`src/rtl/flopr_reg.sv`:
```
// Resettable D register: captures d on every rising clk, async active-high reset to RESET_VAL.
// Generic pipeline/state register (PC, stage registers); port order is positional-stable.
module flopr_reg #(
    parameter int unsigned           WIDTH     = 32,
    parameter logic [WIDTH-1:0]      RESET_VAL = {WIDTH{1'b0}}
) (
    input  logic             clk,
    input  logic             reset,
    input  logic [WIDTH-1:0] d,
    output logic [WIDTH-1:0] q
);

    // Reset dominates any coincident clock edge; no enable, capture every cycle.
    always_ff @(posedge clk or posedge reset) begin
        if (reset) begin
            q <= RESET_VAL;
        end else begin
            q <= d;
        end
    end

endmodule

```
`config.mk`:
```
export PLATFORM = sky130hd
export DESIGN_NAME = flopr_reg
export DESIGN_NICKNAME = d
export VERILOG_FILES = /design/src/rtl/flopr_reg.sv
export SDC_FILE = /design/constraint.sdc
export NUM_CORES = 1
export LEC_CHECK = 0
export BUFFER_PORTS_ARGS = -buffer_cell sky130_fd_sc_hd__buf_2
export CORE_MARGIN = 5
export CORE_UTILIZATION = 36
export CTS_CLUSTER_DIAMETER = 100
export DETAILED_ROUTE_END_ITERATION = 7
export GPL_ROUTABILITY_DRIVEN = 0
export MAX_ROUTING_LAYER = met4
export PLACE_DENSITY_LB_ADDON = 0.1
export SLEW_MARGIN = 20
export SYNTH_ARGS = -nofsm -noshare
export SYNTH_HDL_FRONTEND = slang
export SYNTH_SLANG_ARGS = --single-unit
```
`constraint.sdc`:
```
create_clock -name clk -period 0.9 [get_ports clk]
set_input_delay 0.09 -clock clk [delete_from_list [all_inputs] [get_ports clk]]
set_output_delay 0.09 -clock clk [all_outputs]
set_load 0.05 [all_outputs]
```
After elaboration in Yosys (flattened, before gate mapping)
Cells that the tools add are included.

word-level totals
  register bits after elaboration = 32
  output and inout port bits = 32
  logic and storage cells = 1

Longest topological paths before layout
Gate-level depths: netlist (run 1).

  depth in word-level cells = 0
  mapped depth = 1

Least setup slack after synthesis (run 1)
OpenSTA, ideal clock, no wires.

  path type = register to output
  start point = reg q[0]
  end point = out q[0]
  arrival time = 0.586 ns
  required time = 0.810 ns
  path slack = 0.224 ns
  stages on the path, launching flop included = 1
  path buffers = 0
  cell sequence = dfrtp_1

RTL lines
  item                      line  source
  start: declaration        10    output logic [WIDTH-1:0] q
  start signal: assignment  16    q <= RESET_VAL;
  start signal: assignment  18    q <= d;

No word-level cell between the ends.

Worst setup path after layout (run 1)
  start point = reg q[27]
  end point = out q[27]

No word-level cell between the ends.

==> results of run 1 <==
-- layout make-up --
class / count / area share, %
Clock buffer: 8 / 3.315
Inverter: 1 / 0.2116
Tap cell: 28 / 1.975
Timing Repair Buffer: 99 / 49.37
Sequential cell: 32 / 45.13
-- through the flow --
| step | utilization (%) | hold WS [ps] | setup TNS [ps] | setup WS [ps] |
|---|---|---|---|---|
| after global placement | 54.61 | 143.7 | 0 | 250.9 |
| after floorplan | - | 121.4 | 0 | 119.2 |
| after global routing | 81.78 | 371.9 | -2893 | -129.4 |
| final | 81.78 | 374.8 | -1198 | -73.95 |
| after CTS | 81.78 | 352.9 | -1708 | -80.56 |
| after detailed placement | 54.61 | 153.1 | 0 | 227.7 |
-- what timing repair did --
action | CTS | global route
resized for setup | 64 | 0
hold buffers | 33 | 0
setup endpoints to repair | 32 | 32
endpoints found under the hold margin | 64 | 0
-- report_power, final --
group          switching, W  internal, W
sequential        0.0000370      0.00151
combinational      0.000368     0.000292
clock              0.000419     0.000385
-- per-layer routing --
layer	vias to the layer above	track usage, %	part of all wire (%)
met5	-	-	0
met1	311	17.68	35
met3	2	8.145	9.0
met2	46	27.57	56
li1	310	-	-
met4	0	4.967	0.33
-- placed cells by master, fill, tap and decap left out --
master and instances:
sky130_fd_sc_hd__buf_12 1, sky130_fd_sc_hd__buf_2 33, sky130_fd_sc_hd__buf_6 32, sky130_fd_sc_hd__clkbuf_1 2, sky130_fd_sc_hd__clkbuf_4 5, sky130_fd_sc_hd__clkbuf_8 1
sky130_fd_sc_hd__dfrtp_1 32, sky130_fd_sc_hd__dlygate4sd3_1 33, sky130_fd_sc_hd__inv_1 1
-- logic make-up (layout without fill, tap and decap cells) --
family                 Yosys count  after routing  synth area share (%)
buffers and inverters            1            108                0.4661
DFF                             32             32                 99.53
-- worst paths after layout --
kind | startpoint | endpoint | slack, ps | cells past startpoint
setup / recovery | q[27]$_DFF_PP0_ | q[27] | -70 | 1
hold / removal | reset | q[6]$_DFF_PP0_ | 370 | 4
max in group asynchronous | reset | q[29]$_DFF_PP0_ | 370 | 4
min in group clk | d[27] | q[27]$_DFF_PP0_ | 410 | 2
==> results.json, run 1 <==
{
  "run_status": "finished with violations",
  "failed_checks": "setup timing",
  "detail_route.iter0.violations": 6,
  "dp.cells": 127,
  "worst-path-buf-inv": 1,
  "detail_route.wl_per_cell_um": 14.52,
  "post-synth-top-area-cell": "sky130_fd_sc_hd__dfrtp_1",
  "first_global_vias": 774,
  "clock_tree.root_cell": "sky130_fd_sc_hd__clkbuf_4",
  "synthToLayoutAreaGrowth_pct": 120.5,
  "drt_first_pass_iters": 2,
  "design_power_total_w": 0.003011,
  "leakage_nw": 0.8814,
  "die-area_um2": 3280,
  "transition_time_at_the_pin_with_the_least_slew_margin_ps": 161.4,
  "synth.yosys.warnings": 0,
  "vdd.ir_drop.worst_mv": 1.909,
  "route.antenna.remaining_nets": 0,
  "synth_fp_nets": 67,
  "synth_top_area_share_pct": 99.53,
  "grt_pass1_wl_mm": 3.781,
  "fp-row-count": 17,
  "synth-seq-area-share_pct": 99.53,
  "route.detailed.drc": 0,
  "antenna_cells": 0,
  "critical_path.slowest_cell": "sky130_fd_sc_hd__dfrtp_1",
  "rsz0062_at_grt": "true",
  "die-width_um": 57.28,
  "detail_route.wirelength_mm": 2.440,
  "antenna_found_initial": 0,
  "worstPathRequired_ps": 810,
  "placement.io_buffers": 65,
  "tritoncts": "done",
  "reg_top3": "q x32",
  "post-dp-hpwl_mm": 1.307,
  "post_synth_instance_area_um2": 804.5,
  "clk_transition_reported_paths_ps": 90,
  "design.core.area_um2": 2170,
  "layout.area.seq_um2": 800.8,
  "syn_inst": 33,
  "layoutNonFillerInstCount": 168,
  "dieHeight_um": 57.28,
  "largest_register": "q",
  "criticalPathCategory": "reg -> out",
  "numCtsBuffers": 5,
  "post-cts-setup-buffer-count": 0,
  "critical_path_peak_fanout": 1,
  "post_synth_num_cell_types": 2,
  "maxCapViolations": 0,
  "cp_slowest_stage_delay_ps": 410,
  "grt_max_degree": 33,
  "finalCriticalPeriod_ps": 974.0,
  "synth_flop_cell": "sky130_fd_sc_hd__dfrtp_1",
  "floorplan.initialDensity_pct": 37.08,
  "timing.hold.worst.class": "in -> async",
  "category_of_the_worst_setup_path_capture_point": "primary output",
  "synth-seq-cells": 32,
  "path_delay_family": "flip-flops",
  "timing.final.hold_violations": 0,
  "fraction_of_registers_with_async_set_reset_pct": 100.0,
  "io-pin-count": 66,
  "maxClockFrequency_mhz": 1027,
  "final.setup.worst_slack_ps": -73.95,
  "dr_total_vias": 669,
  "global_route.overflow_total": 0,
  "fin_nets": 173,
  "fill_cells": 125,
  "setup_viol": 32,
  "placement.cell_area_um2": 1185,
  "path_cells": "buf_6",
  "avgSynthCellArea_um2": 24.38,
  "arr_time_crit_path_ps": 880,
  "clk_path_buf_depth": 2,
  "max_reg_flops": 32,
  "finalInstanceArea_um2": 1774,
  "multi_input_comb_cells": 0,
  "powerDensity_nw_per_um2": 1697,
  "netlist_top_cells_area": "sky130_fd_sc_hd__dfrtp_1 (100%), sky130_fd_sc_hd__inv_1 (0.47%)",
  "synth.top_cells.by_count": "sky130_fd_sc_hd__dfrtp_1 (32), sky130_fd_sc_hd__inv_1 (1)",
  "cts_htree_levels": 2,
  "groute.usage.overall_pct": 16.70,
  "report.final.slew_viol_count": 0,
  "clk_sink_count": 32,
  "cp-start-kind": "register",
  "drive_above_1_share_pct": 51.43,
  "synth.most_common_cell": "sky130_fd_sc_hd__dfrtp_1",
  "worst_rel_slew_slack_pct": 89.24,
  "drt-vias-per-instance": 3.982,
  "multi_input_comb_area_um2": 0,
  "synth-edff-count": 0,
  "post_route_fraction_of_the_period_consumed_by_the_critical_path_pct": 108.2
}
Power figures use the tool's default switching activity.
==> inputs of run 2 (changes only) <==
- CORE_MARGIN: 5 -> 4
==> run 2 against run 1 <==
Effect of this change: the run still ends with setup timing left; design area is 0.35% lower; highest routed layer unchanged; critical endpoint is now q[20]; sequential share of layout area is 0.16 points higher; core utilization is 4.8 points higher; flip-flop and latch count stayed put.
==> results.json, run 2 (synthesis results as in run 1) <==
{
  "powerDensity_nw_per_um2": 1698,
  "post-dp-hpwl_mm": 1.289,
  "timing.hold.worst.class": "in -> async",
  "cp-start-kind": "register",
  "post-cts-setup-buffer-count": 0,
  "report.final.slew_viol_count": 0,
  "global_route.overflow_total": 0,
  "multi_input_comb_area_um2": 0,
  "path_delay_family": "flip-flops",
  "route.detailed.drc": 0,
  "largest_register": "q",
  "criticalPathCategory": "reg -> out",
  "timing.final.hold_violations": 0,
  "route.antenna.remaining_nets": 0,
  "use_met3_pct": 8.392,
  "clock_tree.root_cell": "sky130_fd_sc_hd__clkbuf_4",
  "gr-usage-met2_pct": 29.39,
  "antenna_cells": 0,
  "maxClockFrequency_mhz": 1034,
  "gr_busiest_metal": "met2",
  "worst_rel_slew_slack_pct": 85.25,
  "drt_first_pass_iters": 4,
  "dp.cells": 127,
  "fin_nets": 174,
  "clk_sink_count": 32,
  "floorplan.initialDensity_pct": 39.40,
  "leakage_nw": 0.8816,
  "worstPathRequired_ps": 810,
  "fp-row-count": 16,
  "numCtsBuffers": 5,
  "layout.area.seq_um2": 800.8,
  "layout_common_cells": "sky130_fd_sc_hd__dlygate4sd3_1 (33), sky130_fd_sc_hd__buf_2 (33), sky130_fd_sc_hd__buf_6 (32), sky130_fd_sc_hd__dfrtp_1 (32), sky130_fd_sc_hd__clkbuf_4 (5)",
  "drive_above_1_share_pct": 51.77,
  "synthToLayoutAreaGrowth_pct": 119.8,
  "clk_transition_reported_paths_ps": 80,
  "worst-path-buf-inv": 1,
  "max_reg_flops": 32,
  "die-area_um2": 3055,
  "cts_htree_levels": 2,
  "drt-vias-per-instance": 3.958,
  "category_of_the_worst_setup_path_capture_point": "primary output",
  "first_global_vias": 723,
  "timing.setup.tns_ps": -1493,
  "detail_route.iter0.violations": 4,
  "finalCriticalPeriod_ps": 966.8,
  "transition_time_at_the_pin_with_the_least_slew_margin_ps": 221.2,
  "detail_route.wl_per_cell_um": 13.23,
  "final.setup.worst_slack_ps": -66.77,
  "critical_path_peak_fanout": 1,
  "die-width_um": 55.28,
  "reg_top3": "q x32",
  "tritoncts": "done",
  "cp_slowest_stage_delay_ps": 400,
  "setup_viol": 32,
  "clk_path_buf_depth": 2,
  "failed_checks": "setup timing",
  "path_cells": "buf_6",
  "run_status": "finished with violations",
  "fill_cells": 110,
  "post_route_fraction_of_the_period_consumed_by_the_critical_path_pct": 107.4,
  "design.core.area_um2": 2042,
  "layout.core_utilization_pct": 86.58,
  "multi_input_comb_cells": 0,
  "placement.io_buffers": 65,
  "io-pin-count": 66,
  "grt_pass1_wl_mm": 3.525,
  "groute.usage.overall_pct": 16.65,
  "dr_total_vias": 665,
  "critical_path.slowest_cell": "sky130_fd_sc_hd__dfrtp_1",
  "detail_route.wirelength_mm": 2.222,
  "rsz0062_at_grt": "true",
  "arr_time_crit_path_ps": 880,
  "layoutNonFillerInstCount": 168,
  "maxCapViolations": 0,
  "vdd.ir_drop.worst_mv": 1.555,
  "met1_capacity_usage_during_global_routing_pct": 14.62,
  "dieHeight_um": 55.28,
  "antenna_found_initial": 0,
  "grt_max_degree": 19
}
[run 2: timing repair]
action,in CTS,in global routing
hold buffers,33,0
resized for setup,64,0
setup endpoints to repair,32,32
endpoints found under the hold margin,64,0
[run 2: report_power, final]
group	leakage, nW	internal, W	switching [W]	total, W
Combinational	0.476	0.000289	0.000363	0.000652
Sequential	0.373	0.00151	0.0000353	0.00154
Clock	0.0326	0.000385	0.000420	0.000805
[run 2: how the worst max path moves through the flow]
stage	start	to	slack, ps	cells after the start
after floorplan	reset	q[0]$_DFF_PP0_	120	1
after global placement	q[20]$_DFF_PP0_	q[20]	250	1
after detailed placement	q[20]$_DFF_PP0_	q[20]	230	1
after CTS	q[20]$_DFF_PP0_	q[20]	-70	1
after global routing	q[6]$_DFF_PP0_	q[6]	-120	1
final	q[20]$_DFF_PP0_	q[20]	-70	1
[run 2: routing by layer]
layer  up-vias  wire length (um)
met2        39              1238
met3         6               186
met5         -                 0
met4         0                46
met1       307               751
li1        313                 -
[run 2: final cells by class]
type | count | share of cell area [%]
inverter | 1 | 0.2123
sequential | 32 | 45.29
timing repair buffer | 100 | 49.26
tap | 27 | 1.911
clock buffer | 8 | 3.326
[run 2: per-stage QoR]
| step | hold WS, ps | total power, W | worst slack [ps] | cell area, um^2 |
|---|---|---|---|---|
| after floorplan | 121.4 | 0.001845 | 119.2 | 804.5 |
| after global placement | 119.7 | 0.001999 | 248.6 | 1179 |
| after detailed placement | 116.3 | 0.002004 | 231.4 | 1179 |
| after CTS | 327.8 | 0.003035 | -73.61 | 1768 |
| after global routing | 372.2 | 0.003154 | -116.0 | 1768 |
| final | 343.7 | 0.003001 | -66.77 | 1768 |
